<file path="config.mk">
export PLATFORM = sky130hd
export DESIGN_NAME = secure_receiver_flat
export DESIGN_NICKNAME = d
export VERILOG_FILES = /design/src/rtl/secure_pkg.sv /design/src/rtl/secure_receiver_if.sv /design/src/rtl/hamming74_dec.sv /design/src/rtl/secure_receiver.sv /design/src/flat_wrapper.sv
export SDC_FILE = /design/constraint.sdc
export NUM_CORES = 1
export LEC_CHECK = 0
export ABC_AREA = 1
export CAP_MARGIN = 20
export CORE_MARGIN = 1
export CORE_UTILIZATION = 47
export CTS_CLUSTER_DIAMETER = 50
export CTS_CLUSTER_SIZE = 25
export DETAILED_ROUTE_END_ITERATION = 6
export PLACE_DENSITY_LB_ADDON = 0.1
export SKIP_LAST_GASP = 1
export SLEW_MARGIN = 20
export SYNTH_ARGS = -nofsm -noshare
export SYNTH_HDL_FRONTEND = slang
export SYNTH_SLANG_ARGS = --single-unit
</file>
<file path="constraint.sdc">
create_clock -name clk -period 3.8 [get_ports clk]
set_clock_uncertainty 0.1 [all_clocks]
set_input_delay 0.76 -clock clk [delete_from_list [all_inputs] [get_ports clk]]
set_output_delay 0.76 -clock clk [all_outputs]
set_load 0.02 [all_outputs]
</file>
<file path="src/rtl/secure_pkg.sv">
// Shared definitions for the secure router and receiver: port count,
// Hamming(7,4) bit positions and the routed-word layout.
package secure_pkg;

  localparam int NUM_PORTS = 4;

  // Codeword bit indices (parity bits sit at the power-of-two positions)
  localparam int P1 = 0;
  localparam int P2 = 1;
  localparam int D0 = 2;
  localparam int P4 = 3;
  localparam int D1 = 4;
  localparam int D2 = 5;
  localparam int D3 = 6;

  typedef struct packed {
    logic [1:0] port;
    logic [3:0] data;
  } routed_word_t;

  typedef struct packed {
    logic         corr;
    routed_word_t word;
  } rx_entry_t;

  // Encoder used by the router side; kept here so both ends share one layout
  function automatic logic [6:0] hamming74_enc(input logic [3:0] data);
    logic [6:0] cw;
    cw     = '0;
    cw[D0] = data[0];
    cw[D1] = data[1];
    cw[D2] = data[2];
    cw[D3] = data[3];
    cw[P1] = data[0] ^ data[1] ^ data[3];
    cw[P2] = data[0] ^ data[2] ^ data[3];
    cw[P4] = data[1] ^ data[2] ^ data[3];
    return cw;
  endfunction

endpackage

</file>
<file path="src/rtl/secure_receiver_if.sv">
// Ingress lanes and egress handshake of the secure receiver.
interface secure_receiver_if;

  logic [6:0] d_in0;
  logic [6:0] d_in1;
  logic [6:0] d_in2;
  logic [6:0] d_in3;
  logic [3:0] v_in;
  logic [3:0] rdy_in;
  logic [5:0] d_out;
  logic       corr_out;
  logic       v_out;
  logic       rdy_out;

  modport master (
    output d_in0, d_in1, d_in2, d_in3, v_in, rdy_out,
    input  rdy_in, d_out, corr_out, v_out
  );

  modport slave (
    input  d_in0, d_in1, d_in2, d_in3, v_in, rdy_out,
    output rdy_in, d_out, corr_out, v_out
  );

endinterface

</file>
<file path="src/rtl/hamming74_dec.sv">
// Combinational Hamming(7,4) single-error-correcting decoder.
// A double-bit error is silently miscorrected; there is no detection of it.
module hamming74_dec
  import secure_pkg::*;
(
  input  logic [6:0] code,
  output logic [3:0] data,
  output logic       corr,
  output logic [2:0] syn
);

  logic [6:0] flip;
  logic [6:0] fixed;

  // Compute syndrome, flip the addressed bit and pull out the data bits
  always_comb begin
    syn[0] = code[P1] ^ code[D0] ^ code[D1] ^ code[D3];
    syn[1] = code[P2] ^ code[D0] ^ code[D2] ^ code[D3];
    syn[2] = code[P4] ^ code[D1] ^ code[D2] ^ code[D3];
    flip   = (syn != 3'd0) ? (7'd1 << (syn - 3'd1)) : 7'd0;
    fixed  = code ^ flip;
    data   = {fixed[D3], fixed[D2], fixed[D1], fixed[D0]};
    corr   = (syn != 3'd0);
  end

endmodule

</file>
<file path="src/rtl/secure_receiver.sv">
// Receive side of the secure router: round-robin arbitration over four
// codeword lanes, single-error correction, and a small output FIFO holding
// {corr, port, data} entries in grant order.
module secure_receiver
  import secure_pkg::*;
#(
  parameter int DEPTH = 4,
  parameter int CNT_W = 8
) (
  input  logic                   clk,
  input  logic                   rst_n,
  secure_receiver_if.slave       bus,
  output logic [CNT_W-1:0]       err_cnt,
  output logic [$clog2(DEPTH):0] fill
);

  localparam int AW = $clog2(DEPTH);
  localparam int FW = AW + 1;
  localparam logic [FW-1:0] FULL_LVL = FW'(DEPTH);

  logic [1:0]    rr;
  logic [1:0]    gnt_idx;
  logic [1:0]    idx;
  logic          found;
  logic [3:0]    grant;
  logic          full;
  logic          push;
  logic          pop;
  logic          not_empty;
  logic [6:0]    gnt_code;
  logic [3:0]    dec_data;
  logic          dec_corr;
  logic [2:0]    dec_syn;
  logic [AW-1:0] wr_ptr;
  logic [AW-1:0] rd_ptr;
  rx_entry_t     mem [DEPTH];
  rx_entry_t     head;

  assign full      = (fill == FULL_LVL);
  assign not_empty = (fill != '0);

  // Round-robin search for the first valid lane starting at rr
  always_comb begin
    found   = 1'b0;
    gnt_idx = rr;
    idx     = rr;
    for (int k = 0; k < NUM_PORTS; k++) begin
      idx = rr + 2'(k);
      if (!found && bus.v_in[idx]) begin
        found   = 1'b1;
        gnt_idx = idx;
      end
    end
  end

  // Route the granted lane's codeword into the decoder
  always_comb begin
    case (gnt_idx)
      2'd0:    gnt_code = bus.d_in0;
      2'd1:    gnt_code = bus.d_in1;
      2'd2:    gnt_code = bus.d_in2;
      default: gnt_code = bus.d_in3;
    endcase
  end

  hamming74_dec u_dec (
    .code (gnt_code),
    .data (dec_data),
    .corr (dec_corr),
    .syn  (dec_syn)
  );

  // Grant is held off entirely while in reset or while the FIFO is full
  assign grant      = (found && !full && rst_n) ? (4'b0001 << gnt_idx) : 4'b0000;
  assign bus.rdy_in = grant;
  assign push       = |grant;
  assign pop        = not_empty && bus.rdy_out;

  // Head is read from stored entries only and forced to zero when empty
  assign head         = mem[rd_ptr];
  assign bus.v_out    = not_empty;
  assign bus.d_out    = not_empty ? head.word : 6'd0;
  assign bus.corr_out = not_empty ? head.corr : 1'b0;

  // Store the decoded, port-tagged word at the write pointer
  always_ff @(posedge clk) begin
    if (push) begin
      mem[wr_ptr] <= '{corr: dec_corr, word: '{port: gnt_idx, data: dec_data}};
    end
  end

  // Pointers, occupancy, arbitration pointer and saturating error counter
  always_ff @(posedge clk or negedge rst_n) begin
    if (!rst_n) begin
      rr      <= 2'd0;
      wr_ptr  <= '0;
      rd_ptr  <= '0;
      fill    <= '0;
      err_cnt <= '0;
    end else begin
      if (push) begin
        wr_ptr <= wr_ptr + 1'b1;
        rr     <= gnt_idx + 2'd1;
        if (dec_syn != 3'd0 && err_cnt != '1) begin
          err_cnt <= err_cnt + 1'b1;
        end
      end
      if (pop) begin
        rd_ptr <= rd_ptr + 1'b1;
      end
      case ({push, pop})
        2'b10:   fill <= fill + 1'b1;
        2'b01:   fill <= fill - 1'b1;
        default: fill <= fill;
      endcase
    end
  end

endmodule

</file>
<file path="src/flat_wrapper.sv">
// flat-port wrapper written by rule: the top's interface ports become plain ports
module secure_receiver_flat import secure_pkg::*;
#(
  parameter int DEPTH = 4,
  parameter int CNT_W = 8
)
  (clk, rst_n, err_cnt, fill, bus_d_in0, bus_d_in1, bus_d_in2, bus_d_in3, bus_v_in, bus_rdy_out, bus_rdy_in, bus_d_out, bus_corr_out, bus_v_out);
  secure_receiver_if bus_i ();
  input  logic clk;
  input  logic rst_n;
  output logic [CNT_W-1:0] err_cnt;
  output logic [$clog2(DEPTH):0] fill;
  input wire logic [$bits(bus_i.d_in0)-1:0] bus_d_in0;
  input wire logic [$bits(bus_i.d_in1)-1:0] bus_d_in1;
  input wire logic [$bits(bus_i.d_in2)-1:0] bus_d_in2;
  input wire logic [$bits(bus_i.d_in3)-1:0] bus_d_in3;
  input wire logic [$bits(bus_i.v_in)-1:0] bus_v_in;
  input wire logic [$bits(bus_i.rdy_out)-1:0] bus_rdy_out;
  output wire logic [$bits(bus_i.rdy_in)-1:0] bus_rdy_in;
  output wire logic [$bits(bus_i.d_out)-1:0] bus_d_out;
  output wire logic [$bits(bus_i.corr_out)-1:0] bus_corr_out;
  output wire logic [$bits(bus_i.v_out)-1:0] bus_v_out;
  assign bus_i.d_in0 = bus_d_in0;
  assign bus_i.d_in1 = bus_d_in1;
  assign bus_i.d_in2 = bus_d_in2;
  assign bus_i.d_in3 = bus_d_in3;
  assign bus_i.v_in = bus_v_in;
  assign bus_i.rdy_out = bus_rdy_out;
  assign bus_rdy_in = bus_i.rdy_in;
  assign bus_d_out = bus_i.d_out;
  assign bus_corr_out = bus_i.corr_out;
  assign bus_v_out = bus_i.v_out;
  secure_receiver #(.DEPTH(DEPTH), .CNT_W(CNT_W)) u_core (.clk(clk), .rst_n(rst_n), .bus(bus_i), .err_cnt(err_cnt), .fill(fill));
endmodule
</file>
== After elaboration in Yosys (flattened, before gate mapping) ==
Memory sizes are Yosys's and may differ from the RTL's.
Index checks and enable logic that the tools add are counted.

* Add/subtract/negate cells: 10
* Order comparisons: 4
* Eq/ne operators: 6
* Shifts and indexed selects: 2
* Multiplexer cells: 23
* Bitwise logic cells: 10
* Reductions and logical operators: 17

{| class="wikitable"
|+ Operators with widths
! kind !! number
|-
| 7-bit one-hot mux with 3 select lines || 1
|-
| 2-bit by 3-bit < comparator with 1-bit output, second input constant || 4
|-
| 1-bit 2-to-1 mux || 11
|-
| 1-bit bitwise XOR || 9
|-
| 2-bit by 1-bit adder with 2-bit output, second input constant || 4
|-
| 8-bit by 1-bit adder with 8-bit output, second input constant || 1
|-
| 1-bit binary-select mux with 2-bit select || 4
|-
| 8-bit != test, second input constant || 1
|-
| 1-bit logical AND || 7
|-
| 7-bit 2-to-1 mux || 1
|-
| 1-bit by 3-bit left shift with 7-bit output, first input constant || 1
|-
| 7-bit bitwise XOR || 1
|-
| 2-bit 2-to-1 mux || 3
|-
| 6-bit 2-to-1 mux || 1
|-
| 3-bit one-hot mux with 2 select lines || 1
|-
| 3-bit nonzero test || 2
|-
| 3-bit by 1-bit subtractor with 3-bit output, second input constant || 2
|-
| 2-bit adder, second input constant || 2
|-
| 2-bit by 1-bit == test with 1-bit output, second input constant || 2
|-
| 2-bit == test, second input constant || 2
|-
| 1-bit zero test || 4
|-
| 4-bit 2-to-1 mux || 1
|-
| 4-bit OR reduction || 1
|-
| 1-bit by 2-bit left shift with 4-bit output, first input constant || 1
|-
| other kinds (5) || 5
|}

* Register bits: 17
* Memory bits (writable): 28
* Input bits: 35
* Output and inout port bits: 23
* Logic and storage cells: 78
* Memories kept: 1

{| class="wikitable"
|+ Memory list
! memory !! words !! width !! read ports !! clocked after memory_dff !! write ports !! RTL line !! source
|-
| u_core.mem || 4 || 7 || 1 || 0 || 1 || secure_receiver.sv:36 || <nowiki>rx_entry_t mem [DEPTH];</nowiki>
|}

== Logic depth before layout (Yosys ltp) ==
* Depth after elaboration: 21
* Gate-level depth with buffers: 31
* Gate-level depth less buffers: 30

== Modules after synthesis ==
A second synthesis with hierarchy kept.

* Cells, all modules: 367
* Area total of the unflattened synthesis: 2872.8 µm²

{| class="wikitable"
|+ By module, submodules not included
! module !! times used !! cells each !! area each (µm²) !! seq. area each (µm²)
|-
| secure_receiver || 1 || 302 || 2561.2 || 1266.2
|-
| hamming74_dec || 1 || 65 || 311.5 || 0.0
|}

== Worst setup path before layout ==
No wires, ideal clock.

* Path type: input -> register
* Start point: in bus_v_in[2]
* End point: mem u_core.mem[0][1] in the netlist's numbering (data pin)
* Setup time: 0.266 ns
* Data arrival time: 3.621 ns
* Data required time: 3.434 ns
* Path slack: -0.187 ns
* Stages: 30
* Path buffers: 1
* Cell sequence: inv_1 nand2_1 nand3_1 nand2_2 nor2_4 nand2_1 nor2_1 inv_1 nand3_1 nand2_1 inv_1 ha_1 buf_2 nand2_1 nand2_1 nor2_1 nor2_2 inv_1 nand2_1 nand2_1 nand2_1 nand2_1 nor2_1 ha_1 nor2_1 inv_1 nor2_1 nand2_1 nand2_1 nand2_1

* Cells in the longest elaborated chain, start to end: 21
* Elaborated cells on any way between the ends: 38
* Those cells by class: add/sub: 1; eq/ne: 2; shift: 1; mux: 16; bitwise: 10; reduce/logical: 8

{| class="wikitable"
|+ RTL lines
! what !! RTL line !! source
|-
| start, declared || flat_wrapper.sv:17 || <nowiki>input wire logic [$bits(bus_i.v_in)-1:0] bus_v_in;</nowiki>
|-
| 1-bit binary-select mux with 2-bit select || secure_receiver.sv:49 || <nowiki>if (!found && bus.v_in[idx]) begin</nowiki>
|-
| 1-bit 2-to-1 mux (not written as such) || secure_receiver.sv:49 ||
|-
| 1-bit 2-to-1 mux || secure_receiver.sv:49 ||
|-
| 1-bit zero test || secure_receiver.sv:49 ||
|-
| 1-bit logical AND || secure_receiver.sv:49 ||
|-
| 1-bit 2-to-1 mux || secure_receiver.sv:49 ||
|-
| 1-bit zero test || secure_receiver.sv:49 ||
|-
| 1-bit logical AND || secure_receiver.sv:49 ||
|-
| (+4 left out) || - ||
|-
| named net u_core.gnt_idx[1] || secure_receiver.sv:22 || <nowiki>logic [1:0] gnt_idx;</nowiki>
|-
| 2-bit == test, or another cell as far along || secure_receiver.sv:58 || <nowiki>case (gnt_idx)</nowiki>
|-
| 7-bit one-hot mux with 3 select lines (*) || secure_receiver.sv:58 ||
|-
| 1-bit bitwise XOR, on equally long branches (3 in a row) || hamming74_dec.sv:17, hamming74_dec.sv:18, hamming74_dec.sv:19 ||
|-
| 3-bit by 1-bit subtractor with 3-bit output || hamming74_dec.sv:20 || <nowiki>flip = (syn != 3'd0) ? (7'd1 << (syn - 3'd1)) : 7'd0;</nowiki>
|-
| 1-bit by 3-bit left shift with 7-bit output || hamming74_dec.sv:20 ||
|-
| 7-bit 2-to-1 mux || hamming74_dec.sv:20 ||
|-
| 7-bit bitwise XOR (*) || hamming74_dec.sv:21 || <nowiki>fixed = code ^ flip;</nowiki>
|-
| named net u_core.dec_data[1] || secure_receiver.sv:31 || <nowiki>logic [3:0] dec_data;</nowiki>
|-
| end, declared || secure_receiver.sv:36 ||
|}

The timed path passes the listed nets; every way through them passes the cells marked *. The select of a mux whose other input is x is not followed.

== Worst setup path after layout ==
* Start point: reg u_core.rr[0]
* End point: mem u_core.mem[1][1] in the netlist's numbering (data pin)

* Cells in the longest elaborated chain, start to end: 21
* Elaborated cells on any way between the ends: 41
* Those cells by class: add/sub: 4; eq/ne: 2; shift: 1; mux: 16; bitwise: 10; reduce/logical: 8

{| class="wikitable"
|+ RTL lines
! what !! RTL line !! source
|-
| start, declared || secure_receiver.sv:21 || <nowiki>logic [1:0] rr;</nowiki>
|-
| start signal, assigned || secure_receiver.sv:103 || <nowiki>rr <= gnt_idx + 2'd1;</nowiki>
|-
| parallel branches: the longest is 11 deep, another holds 2-bit by 1-bit adder with 2-bit output || - ||
|-
| 2-bit 2-to-1 mux (*) || secure_receiver.sv:49 ||
|-
| named net u_core.gnt_idx[0] || secure_receiver.sv:22 ||
|-
| 2-bit == test, or another cell as far along || secure_receiver.sv:58 ||
|-
| 7-bit one-hot mux with 3 select lines (*) || secure_receiver.sv:58 ||
|-
| 1-bit bitwise XOR, on equally long branches (3 in a row) || hamming74_dec.sv:17, hamming74_dec.sv:18, hamming74_dec.sv:19 ||
|-
| 3-bit by 1-bit subtractor with 3-bit output || hamming74_dec.sv:20 ||
|-
| 1-bit by 3-bit left shift with 7-bit output || hamming74_dec.sv:20 ||
|-
| 7-bit 2-to-1 mux || hamming74_dec.sv:20 ||
|-
| 7-bit bitwise XOR (*) || hamming74_dec.sv:21 ||
|-
| named net u_core.dec_data[1] || secure_receiver.sv:31 ||
|}

Mark *: on every way through the listed nets, which the timed path passes. The select of a mux whose other input is x is not followed.

==> impl_metrics.json <==
{
  "final-max-slew-violation-count": 0,
  "cp_common_cell": "nand2_2",
  "antenna_left": 0,
  "critPathCaptureType": "flip-flop",
  "synthAdderAreaFrac": 0.06337,
  "wl_um": 7334,
  "ys_top_cells_by_area": "edfxtp_1, nand2_1, dfrtp_1",
  "wl_per_cell_um": 12.84,
  "drive_above_1_share": 0.2923,
  "cp-start-kind": "flip-flop",
  "place_congestion": 0.7779,
  "hold_class": "flip-flop to flip-flop",
  "cts_hold_buf": 0,
  "yosys.area_share.simple": 0.3125,
  "synth-seq-cells": 45,
  "setup_violations": 0,
  "crit_slowest_cell": "dfrtp_2",
  "fin_hold_ws_ps": 440.1,
  "placed_area_mm2": 0.003785,
  "yosysWarnings": 0,
  "root_buffer": "clkbuf_8",
  "path_buf_inv": 6,
  "synth_area_per_cell_um2": 7.566,
  "fillers": 466,
  "syn_area_mm2": 0.002883,
  "cts_sinks": 45,
  "design_area_mm2": 0.004295,
  "port_buffers": 57,
  "yosys.area.top_type": "edfxtp_1",
  "ios": 58,
  "cp.arrival_ps": 3730,
  "die_x_um": 80.32,
  "status": "finished clean",
  "max_freq_mhz": 265.2,
  "cp_top_family": "simple AND/OR/NAND/NOR gates",
  "multi_input_area_mm2": 0.001653,
  "ys_top_cells_by_count": "nand2_1, nor2_1, inv_1",
  "seq_area_mm2": 0.001269,
  "initial_utilization": 0.4869,
  "drcViolationCount": 0,
  "numCtsBuffers": 5,
  "via_per_inst": 4.958,
  "vias": 2831,
  "synthXorXnorAreaFrac": 0.03342,
  "grt_pass1_vias": 2468,
  "ys_async_sr_fraction": 0.3778,
  "final_cells": 571,
  "diodes": 0,
  "yosys.cell_types.count": 31,
  "cap_violations": 0,
  "first_iter_violations": 168,
  "critical_path.max_stage_delay_ps": 450,
  "synth.most_common_cell": "nand2_1",
  "clockBufferDepth": 2,
  "core-area_mm2": 0.005921,
  "syn2layout_area_growth_pct": 49.00,
  "cp_max_fo": 6,
  "grt_pass1_wl_um": 10940,
  "tightest_slew_ps": 525.3,
  "synth-compound-area-share": 0.07813,
  "grt_max_degree": 18,
  "hold_viol_final": 0,
  "synth_mux_area_frac": 0,
  "rsz0062_at_grt": "true",
  "synthCells": 381,
  "placed_cells_incl_taps": 541,
  "grt-ovfl-total": 0,
  "antenna_found_initial": 0,
  "ctsHtreeMaxLevel": 2,
  "synth_top_family_by_area": "simple AND/OR/NAND/NOR gates",
  "row_count": 28,
  "dieArea_mm2": 0.006451,
  "clkTransAtPathRegs_ps": 90,
  "firstDrtPassIters": 5,
  "synth_edf_count": 28,
  "dp_hpwl_um": 4849,
  "clk_latency_ps": 300,
  "fin_crit_ps": 3771,
  "final.period_utilization": 0.9923,
  "ys.flop_type": "edfxtp_1",
  "grt_use_total": 0.2214,
  "synth_fp_nets": 430,
  "worstSetupPathType": "flip-flop to flip-flop",
  "ys_seq_area_frac": 0.4392,
  "worstPathRequired_ps": 3760,
  "nets": 544,
  "fp.dieH_um": 80.32,
  "slew_headroom": 0.6498,
  "synth_top_area_frac": 0.2917,
  "cts_tree": "built"
}
[what timing repair did]
item,in CTS,in global routing
endpoints found under the setup margin,33,28
buffers inserted,9,13
pin swaps,27,39
cloned,1,0
resized for setup,36,58
[flip-flops by register name (all words and copies together), names as in the netlist]
signal / flops
u_core.fill: 3
u_core.rd_ptr: 2
u_core.rr: 2
u_core.err_cnt: 8
u_core.mem: 28
u_core.wr_ptr: 2
[kinds of logic (layout without fill, tap and decap cells)]
| group | Yosys count | count (layout) |
|---|---|---|
| AND/OR/NAND/NOR | 220 | 220 |
| AO/OA/AOI/OAI | 40 | 40 |
| XOR/XNOR | 11 | 11 |
| flip-flops | 45 | 45 |
| buffers and inverters | 51 | 166 |
| adder cells (fa/ha/maj) | 14 | 14 |
[layout make-up]
cell class,count,share of cell area
Inverter,41,0.03991
Multi-Input combinational cell,285,0.3848
Timing Repair Buffer,116,0.2345
Timing Repair inverter,1,0.001748
Clock inverter,3,0.005826
Tap cell,75,0.02185
Clock buffer,5,0.01602
Sequential cell,45,0.2954
[per-layer routing]
metal | share of wire | vias to the layer above | GRT usage
li1 | - | 1440 | -
met1 | 0.44 | 1274 | 0.2813
met2 | 0.48 | 99 | 0.3709
met3 | 0.056 | 18 | 0.04318
met4 | 0.025 | 0 | 0.08393
met5 | 0 | - | 0
[placed cells by master (no fill, tap or decap), types with 6 or more instances in the layout]
cell type and n:
a21oi_1 8, ha_4 6, edfxtp_1 28, inv_1 27, nand3_1 16, dfrtp_1 15, nand2_1 98, nor2_1 57
nor2_2 6, inv_2 9, o21ai_0 17, nand2_2 24, nand2_4 6, buf_4 54, ha_1 7, clkdlybuf4s50_1 49
[final timing paths]
kind	to	startpoint	cells after the start	slack [ps]
min	u_core.fill[2]	u_core.fill[2]	1	440
min in group asynchronous	u_core.err_cnt[2]	rst_n	2	740
max reg2reg	u_core.mem[1][1]	u_core.rr[0]	30	30
max	u_core.mem[1][1]	u_core.rr[0]	30	30
min reg2reg	u_core.fill[2]	u_core.fill[2]	1	440
max in group asynchronous	u_core.rr[1]	rst_n	2	2640
[through the flow]
| stage | setup slack (ps) | utilization | setup TNS [ps] |
|---|---|---|---|
| final | 29.38 | 0.7255 | 0 |
| after global routing | -201.7 | 0.7255 | -2991 |
| after CTS | -13.50 | 0.6868 | -50.35 |
| after detailed placement | -757.4 | 0.6393 | -19500 |
| after global placement | -641.2 | 0.6393 | -16470 |
| after floorplan | 8.844 | - | 0 |
[worst register-to-register path, delay by kind of cell (launching register included)]
family | cells | cell delay (ps)
buffers and inverters | 6 | 550
flip-flops | 1 | 450
AND/OR/NAND/NOR | 22 | 2020
adder cells (fa/ha/maj) | 2 | 410
Power is not shown: default switching activity piles up to over one toggle a cycle in this logic, so the estimate is an artifact.
